`src/rtl/cc_collision_controller.sv`:
```
// Round-level game flow controller: start, play, hit recovery with blink, game over.
// Sits between the player/obstacle comparator and the display/scroll logic; every
// output is driven straight from a register.
module cc_collision_controller #(
  parameter int DATAWIDTH  = 8,
  parameter int LIVES      = 3,
  parameter int LIVESWIDTH = 2,
  parameter int HIT_TICKS  = 4
) (
  input  logic                  CC_COLLISION_CONTROLLER_CLOCK_50,
  input  logic                  CC_COLLISION_CONTROLLER_RESET_InLow,
  input  logic                  CC_COLLISION_CONTROLLER_Start_InLow,
  input  logic                  CC_COLLISION_CONTROLLER_Tick_InHigh,
  input  logic [DATAWIDTH-1:0]  CC_COLLISION_CONTROLLER_Data_InBus,
  input  logic                  CC_COLLISION_CONTROLLER_Lost_InLow,
  output logic [DATAWIDTH-1:0]  CC_COLLISION_CONTROLLER_Data_OutBus,
  output logic                  CC_COLLISION_CONTROLLER_Freeze_OutHigh,
  output logic [LIVESWIDTH-1:0] CC_COLLISION_CONTROLLER_Lives_OutBus,
  output logic                  CC_COLLISION_CONTROLLER_Hit_OutHigh,
  output logic                  CC_COLLISION_CONTROLLER_GameOver_OutHigh
);

  localparam int CW = $clog2(HIT_TICKS + 1);

  typedef enum logic [1:0] {IDLE, PLAY, HIT, OVER} state_t;

  state_t                state, state_nx;
  logic [LIVESWIDTH-1:0] lives, lives_nx;
  logic [DATAWIDTH-1:0]  data_q, data_nx;
  logic                  freeze, freeze_nx;
  logic                  hit, hit_nx;
  logic                  over, over_nx;
  logic [CW-1:0]         cnt, cnt_nx;
  logic                  blink, blink_nx;
  logic                  start_prev;
  logic                  press;
  logic                  collision;

  // A press is the falling edge of the (already synchronised) start level.
  assign press     = start_prev & ~CC_COLLISION_CONTROLLER_Start_InLow;
  // Collisions only count on a frame tick, masking mid-frame comparator glitches.
  assign collision = CC_COLLISION_CONTROLLER_Tick_InHigh & ~CC_COLLISION_CONTROLLER_Lost_InLow;

  // State and registered outputs; reset value of start_prev hides a button held through reset.
  always_ff @(posedge CC_COLLISION_CONTROLLER_CLOCK_50 or negedge CC_COLLISION_CONTROLLER_RESET_InLow) begin
    if (!CC_COLLISION_CONTROLLER_RESET_InLow) begin
      state      <= IDLE;
      lives      <= LIVESWIDTH'(LIVES);
      data_q     <= '0;
      freeze     <= 1'b1;
      hit        <= 1'b0;
      over       <= 1'b0;
      cnt        <= '0;
      blink      <= 1'b0;
      start_prev <= 1'b1;
    end else begin
      state      <= state_nx;
      lives      <= lives_nx;
      data_q     <= data_nx;
      freeze     <= freeze_nx;
      hit        <= hit_nx;
      over       <= over_nx;
      cnt        <= cnt_nx;
      blink      <= blink_nx;
      start_prev <= CC_COLLISION_CONTROLLER_Start_InLow;
    end
  end

  // Next-state and next-output decode; freeze/game-over follow the state being entered.
  always_comb begin
    state_nx = state;
    lives_nx = lives;
    data_nx  = data_q;
    hit_nx   = 1'b0;
    cnt_nx   = cnt;
    blink_nx = blink;
    case (state)
      IDLE: begin
        data_nx = '0;
        if (press) begin
          state_nx = PLAY;
          lives_nx = LIVESWIDTH'(LIVES);
        end
      end
      PLAY: begin
        data_nx  = CC_COLLISION_CONTROLLER_Data_InBus;
        cnt_nx   = '0;
        blink_nx = 1'b0;
        // Start is ignored here, so a simultaneous press never beats a collision.
        if (collision) begin
          hit_nx = 1'b1;
          if (lives <= LIVESWIDTH'(1)) begin
            state_nx = OVER;
            lives_nx = '0;
            data_nx  = '1;
          end else begin
            state_nx = HIT;
            lives_nx = lives - 1'b1;
          end
        end
      end
      HIT: begin
        data_nx = blink ? '0 : CC_COLLISION_CONTROLLER_Data_InBus;
        if (CC_COLLISION_CONTROLLER_Tick_InHigh) begin
          blink_nx = ~blink;
          if (cnt == CW'(HIT_TICKS - 1)) begin
            // Blink is cleared too so an odd HIT_TICKS never leaves it set.
            state_nx = PLAY;
            cnt_nx   = '0;
            blink_nx = 1'b0;
          end else begin
            cnt_nx = cnt + 1'b1;
          end
        end
      end
      OVER: begin
        data_nx  = '1;
        lives_nx = '0;
        if (press) begin
          state_nx = PLAY;
          lives_nx = LIVESWIDTH'(LIVES);
        end
      end
      default: state_nx = IDLE;
    endcase
    freeze_nx = (state_nx != PLAY);
    over_nx   = (state_nx == OVER);
  end

  assign CC_COLLISION_CONTROLLER_Data_OutBus      = data_q;
  assign CC_COLLISION_CONTROLLER_Freeze_OutHigh   = freeze;
  assign CC_COLLISION_CONTROLLER_Lives_OutBus     = lives;
  assign CC_COLLISION_CONTROLLER_Hit_OutHigh      = hit;
  assign CC_COLLISION_CONTROLLER_GameOver_OutHigh = over;

endmodule

```
`config.mk`:
```
export PLATFORM = sky130hd
export DESIGN_NAME = cc_collision_controller
export DESIGN_NICKNAME = d
export VERILOG_FILES = /design/src/rtl/cc_collision_controller.sv
export SDC_FILE = /design/constraint.sdc
export NUM_CORES = 1
export LEC_CHECK = 0
export CORE_MARGIN = 8
export CORE_UTILIZATION = 40
export DETAILED_ROUTE_END_ITERATION = 8
export PLACE_DENSITY_LB_ADDON = 0.12
export SLEW_MARGIN = 20
export SYNTH_ARGS = -nofsm -noshare
export SYNTH_HDL_FRONTEND = slang
export SYNTH_SLANG_ARGS = --single-unit
```
`constraint.sdc`:
```
create_clock -name CC_COLLISION_CONTROLLER_CLOCK_50 -period 2.1 [get_ports CC_COLLISION_CONTROLLER_CLOCK_50]
set_clock_uncertainty 0.2 [all_clocks]
set_input_delay 0.315 -clock CC_COLLISION_CONTROLLER_CLOCK_50 [delete_from_list [all_inputs] [get_ports CC_COLLISION_CONTROLLER_CLOCK_50]]
set_output_delay 0.315 -clock CC_COLLISION_CONTROLLER_CLOCK_50 [all_outputs]
set_load 0.005 [all_outputs]
```
==> results.md <==
| Stage | Metric | Reported |
|:---|:---|:---|
| sta | Final setup margin | 196 ps |
| routing | Average via count per standard cell | 4.86 |
| cells and area | Final Instance Area | 0.00132 mm2 |
| clock tree | Clock sink count | 20 |
| power and ir drop | Comb power frac | 53.3% |
| routing | Post-route antenna net violation count | 0 |
| cells and area | Syn-to-layout area delta | 29.3% |
| synth | Number of synthesized flops with an enable pin | 0 |
| synth | Fraction of synthesis flops using an asynchronous set or reset pin | 100% |
| flow run | Max-cap violations | 0 |
| floorplanning | Effective utilization at floorplan | 41.6% |
| synth | Most used DFF post-synth | sky130_fd_sc_hd__dfrtp_1 |
| power and ir drop | Int Pwr | 1130 uW |
| sta | Unrepaired setup endpoints after global routing | no |
| floorplanning | Total Die Area | 0.00443 mm2 |
| outcome | Result of the run | finished clean |
| clock tree | Buffer depth of the longest clock path | 2 |
| sta | Max frequency | 0.525 GHz |
| floorplanning | Standard-cell rows | 18 |
| sta | Final period utilization | 90.7% |
| synth | Post-Syn Nets | 114 |
| setup path | Slowest cell on crit path | sky130_fd_sc_hd__dfstp_2 |
| synth | Yosys warning total | 0 |
| routing | Vias after detailed routing | 739 |
| power and ir drop | Sequential share of power | 36.0% |
| floorplanning | Die span in x | 66.6 um |
| routing | Final routed DRC violation total | 0 |
| placed design | Post-placement worst setup slack | 216 ps |
| sta | Slew @ Worst Pin | 374 ps |
| clock tree | Post-CTS resize count | 0 |
| sta | Hold violation count in the final report | 0 |
| synth | Flop and latch count out of synthesis | 20 |
| clock tree | Num CTS Buffers | 3 |
| sta | Max-slew headroom | 75.1% |
| cells and area | Ratio of cells with drive above 1 in the final layout | 15.6% |
| setup path | Worst setup SP type | flop |
| setup path | Required @ worst endpoint | 1580 ps |
| synth | Number of instances in the synthesized netlist | 94 |
| power and ir drop | NetSw | 660 uW |
| clock tree | Clock-pin transition on the worst setup and hold timing paths | 120 ps |
| setup path | Reg2reg setup slack | 230 ps |
| power and ir drop | Leakage Power | 0.000593 uW |
| synth | Post-synthesis sequential area ratio | 49.4% |
| setup path | Series of cell instances along the critical path | clkdlybuf4s50_1 |
| routing | Number of optimization iterations in the first detailed-route pass | 4 |
| routing | Iteration-0 DRC Markers | 27 |
| clock tree | Hold bufs inserted after CTS | 0 |
| placed design | Final weighted congestion in routability-driven placement | 0.879 |
| power and ir drop | IR drop worst, VDD | 0.000637 V |
| setup path | Sort of element at the end of the critical path | output pin |
| setup path | FF-to-FF Start | state[0] |
| clock tree | Post-CTS setup repair buffer count | 0 |
| synth | Library cells used by synthesis | 33 |
| setup path | Reg2reg end | CC_COLLISION_CONTROLLER_GameOver_OutHigh |
| setup path | Arrival @ worst endpoint | 1390 ps |
| power and ir drop | Share of total power consumed by net switching | 36.9% |
| grt | Number of global-route vias before repair | 769 |
| placed design | HPWL after DPL | 1.63 mm |
| placed design | Number of port buffers | 25 |
| cells and area | Number of nets in the layout | 143 |
| power and ir drop | Power per cell area | 1350 mW/mm2 |
| sta | Min Clock Period, post-route | 1900 ps |
| grt | Maximum number of pins on one net before global-route repair | 21 |
| setup path | Worst path depth | 1 |
| synth | Summed instance area of the synthesized netlist | 0.00102 mm2 |
| sta | Final Setup Violations | 0 |
| clock tree | CTS H-tree lvls | 1 |
| sta | Max-slew violation count | 0 |
| grt | GRT Util Overall | 10.3% |
| clock tree | Library cell used as clock root buffer | sky130_fd_sc_hd__clkbuf_4 |
| clock tree | Clock tree from TritonCTS | built |
| setup path | CP Buf/Inv Count | 1 |
| cells and area | Number of antenna repair diodes | 0 |
| setup path | Worst Setup Path Type | reg -> out |
| routing | Total wirelength of the detailed-routed design | 2.10 mm |
| synth | Synthesized area divided by synthesized cell count | 10.9 um2 |
| power and ir drop | Clock group share of total power | 10.7% |
| clock tree | Clock latency reported for the late side of the worst-skew pair | 300 ps |
| grt | Global-route wire length before repair | 3.56 mm |
| sta | TNS Setup | 0 ps |
| setup path | Peak fanout along the critical path | 4 |
| setup path | Largest stage delay on the critical path | 580 ps |
| grt | Number of antenna violations at the first check in global routing | 0 |
| placed design | Instance area at placement | 0.00129 mm2 |
| setup path | Cells on worst reg2reg path | 5 |
| floorplanning | Std-Cell Core Area | 0.00245 mm2 |
| setup path | Gate family responsible for the most delay along the worst path | flip-flops |
| grt | Leftover overflow at the end of global routing | 0 |
| floorplanning | Floorplan die height | 66.6 um |
| hold path | Path category of the worst min-delay check | in -> async |
| routing | Avg WL per Cell | 13.8 um |
| floorplanning | I/O pin count | 26 |
==> power groups by stage <==
stage / clock [uW] / combinational (uW) / sequential, uW
after floorplan: 0 / 593 / 660
after global placement: 0 / 946 / 655
after detailed placement: 0 / 964 / 654
after CTS: 199 / 969 / 645
after global routing: 218 / 1050 / 666
final: 192 / 954 / 644
==> routing by layer <==
layer / wire [um] / share of wire, % / track usage [%]
met5: 0 / 0 / 0
met4: 12 / 0.57 / 5.60
met3: 102 / 4.9 / 3.02
met2: 1080 / 51 / 16.8
met1: 909 / 43 / 11.8
==> kinds of logic after synthesis <==
kind of cell	share of synthesized area [%]
AND/OR/NAND/NOR	13.8
AO/OA/AOI/OAI	21.2
flip-flops	49.4
buffers and inverters	5.87
adder cells (fa/ha/maj)	8.57
multiplexers	1.10
==> state kept, by name, indices dropped and copies added, names as in the netlist, 2 cells and up <==
name                                  count
CC_COLLISION_CONTROLLER_Data_OutBus       8
cnt                                       3
CC_COLLISION_CONTROLLER_Lives_OutBus      2
state                                     2
==> per-stage QoR <==
stage / instances / utilization, % / hold slack (ps) / power (uW)
floorplan: 94 / - / -181 / 1250
global placement: 148 / 52.8 / 306 / 1600
detailed placement: 148 / 52.8 / 319 / 1620
CTS: 152 / 53.8 / 134 / 1810
global route: 152 / 53.8 / 154 / 1940
finish: 152 / 53.8 / 127 / 1790
==> placed cells by master, fill, tap and decap left out, types with 2 or more instances in the layout <==
master,synthesis,routed
sky130_fd_sc_hd__a21o_1,3,3
sky130_fd_sc_hd__a21oi_1,10,10
sky130_fd_sc_hd__a22o_1,2,2
sky130_fd_sc_hd__buf_4,0,3
sky130_fd_sc_hd__clkbuf_4,0,3
sky130_fd_sc_hd__clkdlybuf4s50_1,0,25
sky130_fd_sc_hd__dfrtp_1,16,16
sky130_fd_sc_hd__dfstp_2,4,4
sky130_fd_sc_hd__ha_1,7,7
sky130_fd_sc_hd__inv_1,5,5
sky130_fd_sc_hd__nand2_1,13,13
sky130_fd_sc_hd__nand2b_1,2,2
sky130_fd_sc_hd__nor2_1,4,4
sky130_fd_sc_hd__o21ai_0,4,4
==> cell usage after synthesis, types with 2 or more instances <==
master | instances | area (um2)
sky130_fd_sc_hd__a21o_1 | 3 | 22.5
sky130_fd_sc_hd__a21oi_1 | 10 | 50.1
sky130_fd_sc_hd__a22o_1 | 2 | 17.5
sky130_fd_sc_hd__buf_6 | 3 | 33.8
sky130_fd_sc_hd__dfrtp_1 | 16 | 400
sky130_fd_sc_hd__dfstp_2 | 4 | 105
sky130_fd_sc_hd__ha_1 | 7 | 87.6
sky130_fd_sc_hd__inv_1 | 5 | 18.8
sky130_fd_sc_hd__nand2_1 | 13 | 48.8
sky130_fd_sc_hd__nand2b_1 | 2 | 12.5
sky130_fd_sc_hd__nor2_1 | 4 | 15.0
sky130_fd_sc_hd__o21ai_0 | 4 | 20.0
==> how the worst max path moves through the flow <==
stage / start / end
after global placement: CC_COLLISION_CONTROLLER_Tick_InHigh / CC_COLLISION_CONTROLLER_GameOver_OutHigh
after floorplan: state[1] / CC_COLLISION_CONTROLLER_GameOver_OutHigh
after global routing: state[0] / CC_COLLISION_CONTROLLER_GameOver_OutHigh
after CTS: CC_COLLISION_CONTROLLER_Lives_OutBus[1] / CC_COLLISION_CONTROLLER_Lives_OutBus[1]
after detailed placement: CC_COLLISION_CONTROLLER_Tick_InHigh / CC_COLLISION_CONTROLLER_GameOver_OutHigh
final: CC_COLLISION_CONTROLLER_Lives_OutBus[1] / CC_COLLISION_CONTROLLER_Lives_OutBus[1]
==> final cells by class <==
class	count	area, um2
clock buffer	4	26.3
sequential	20	505
fill	227	1130
inverter	6	22.5
tap	30	37.5
timing repair buffer	28	273
multi-input combinational	64	457
(Power assumes the default switching activity.)
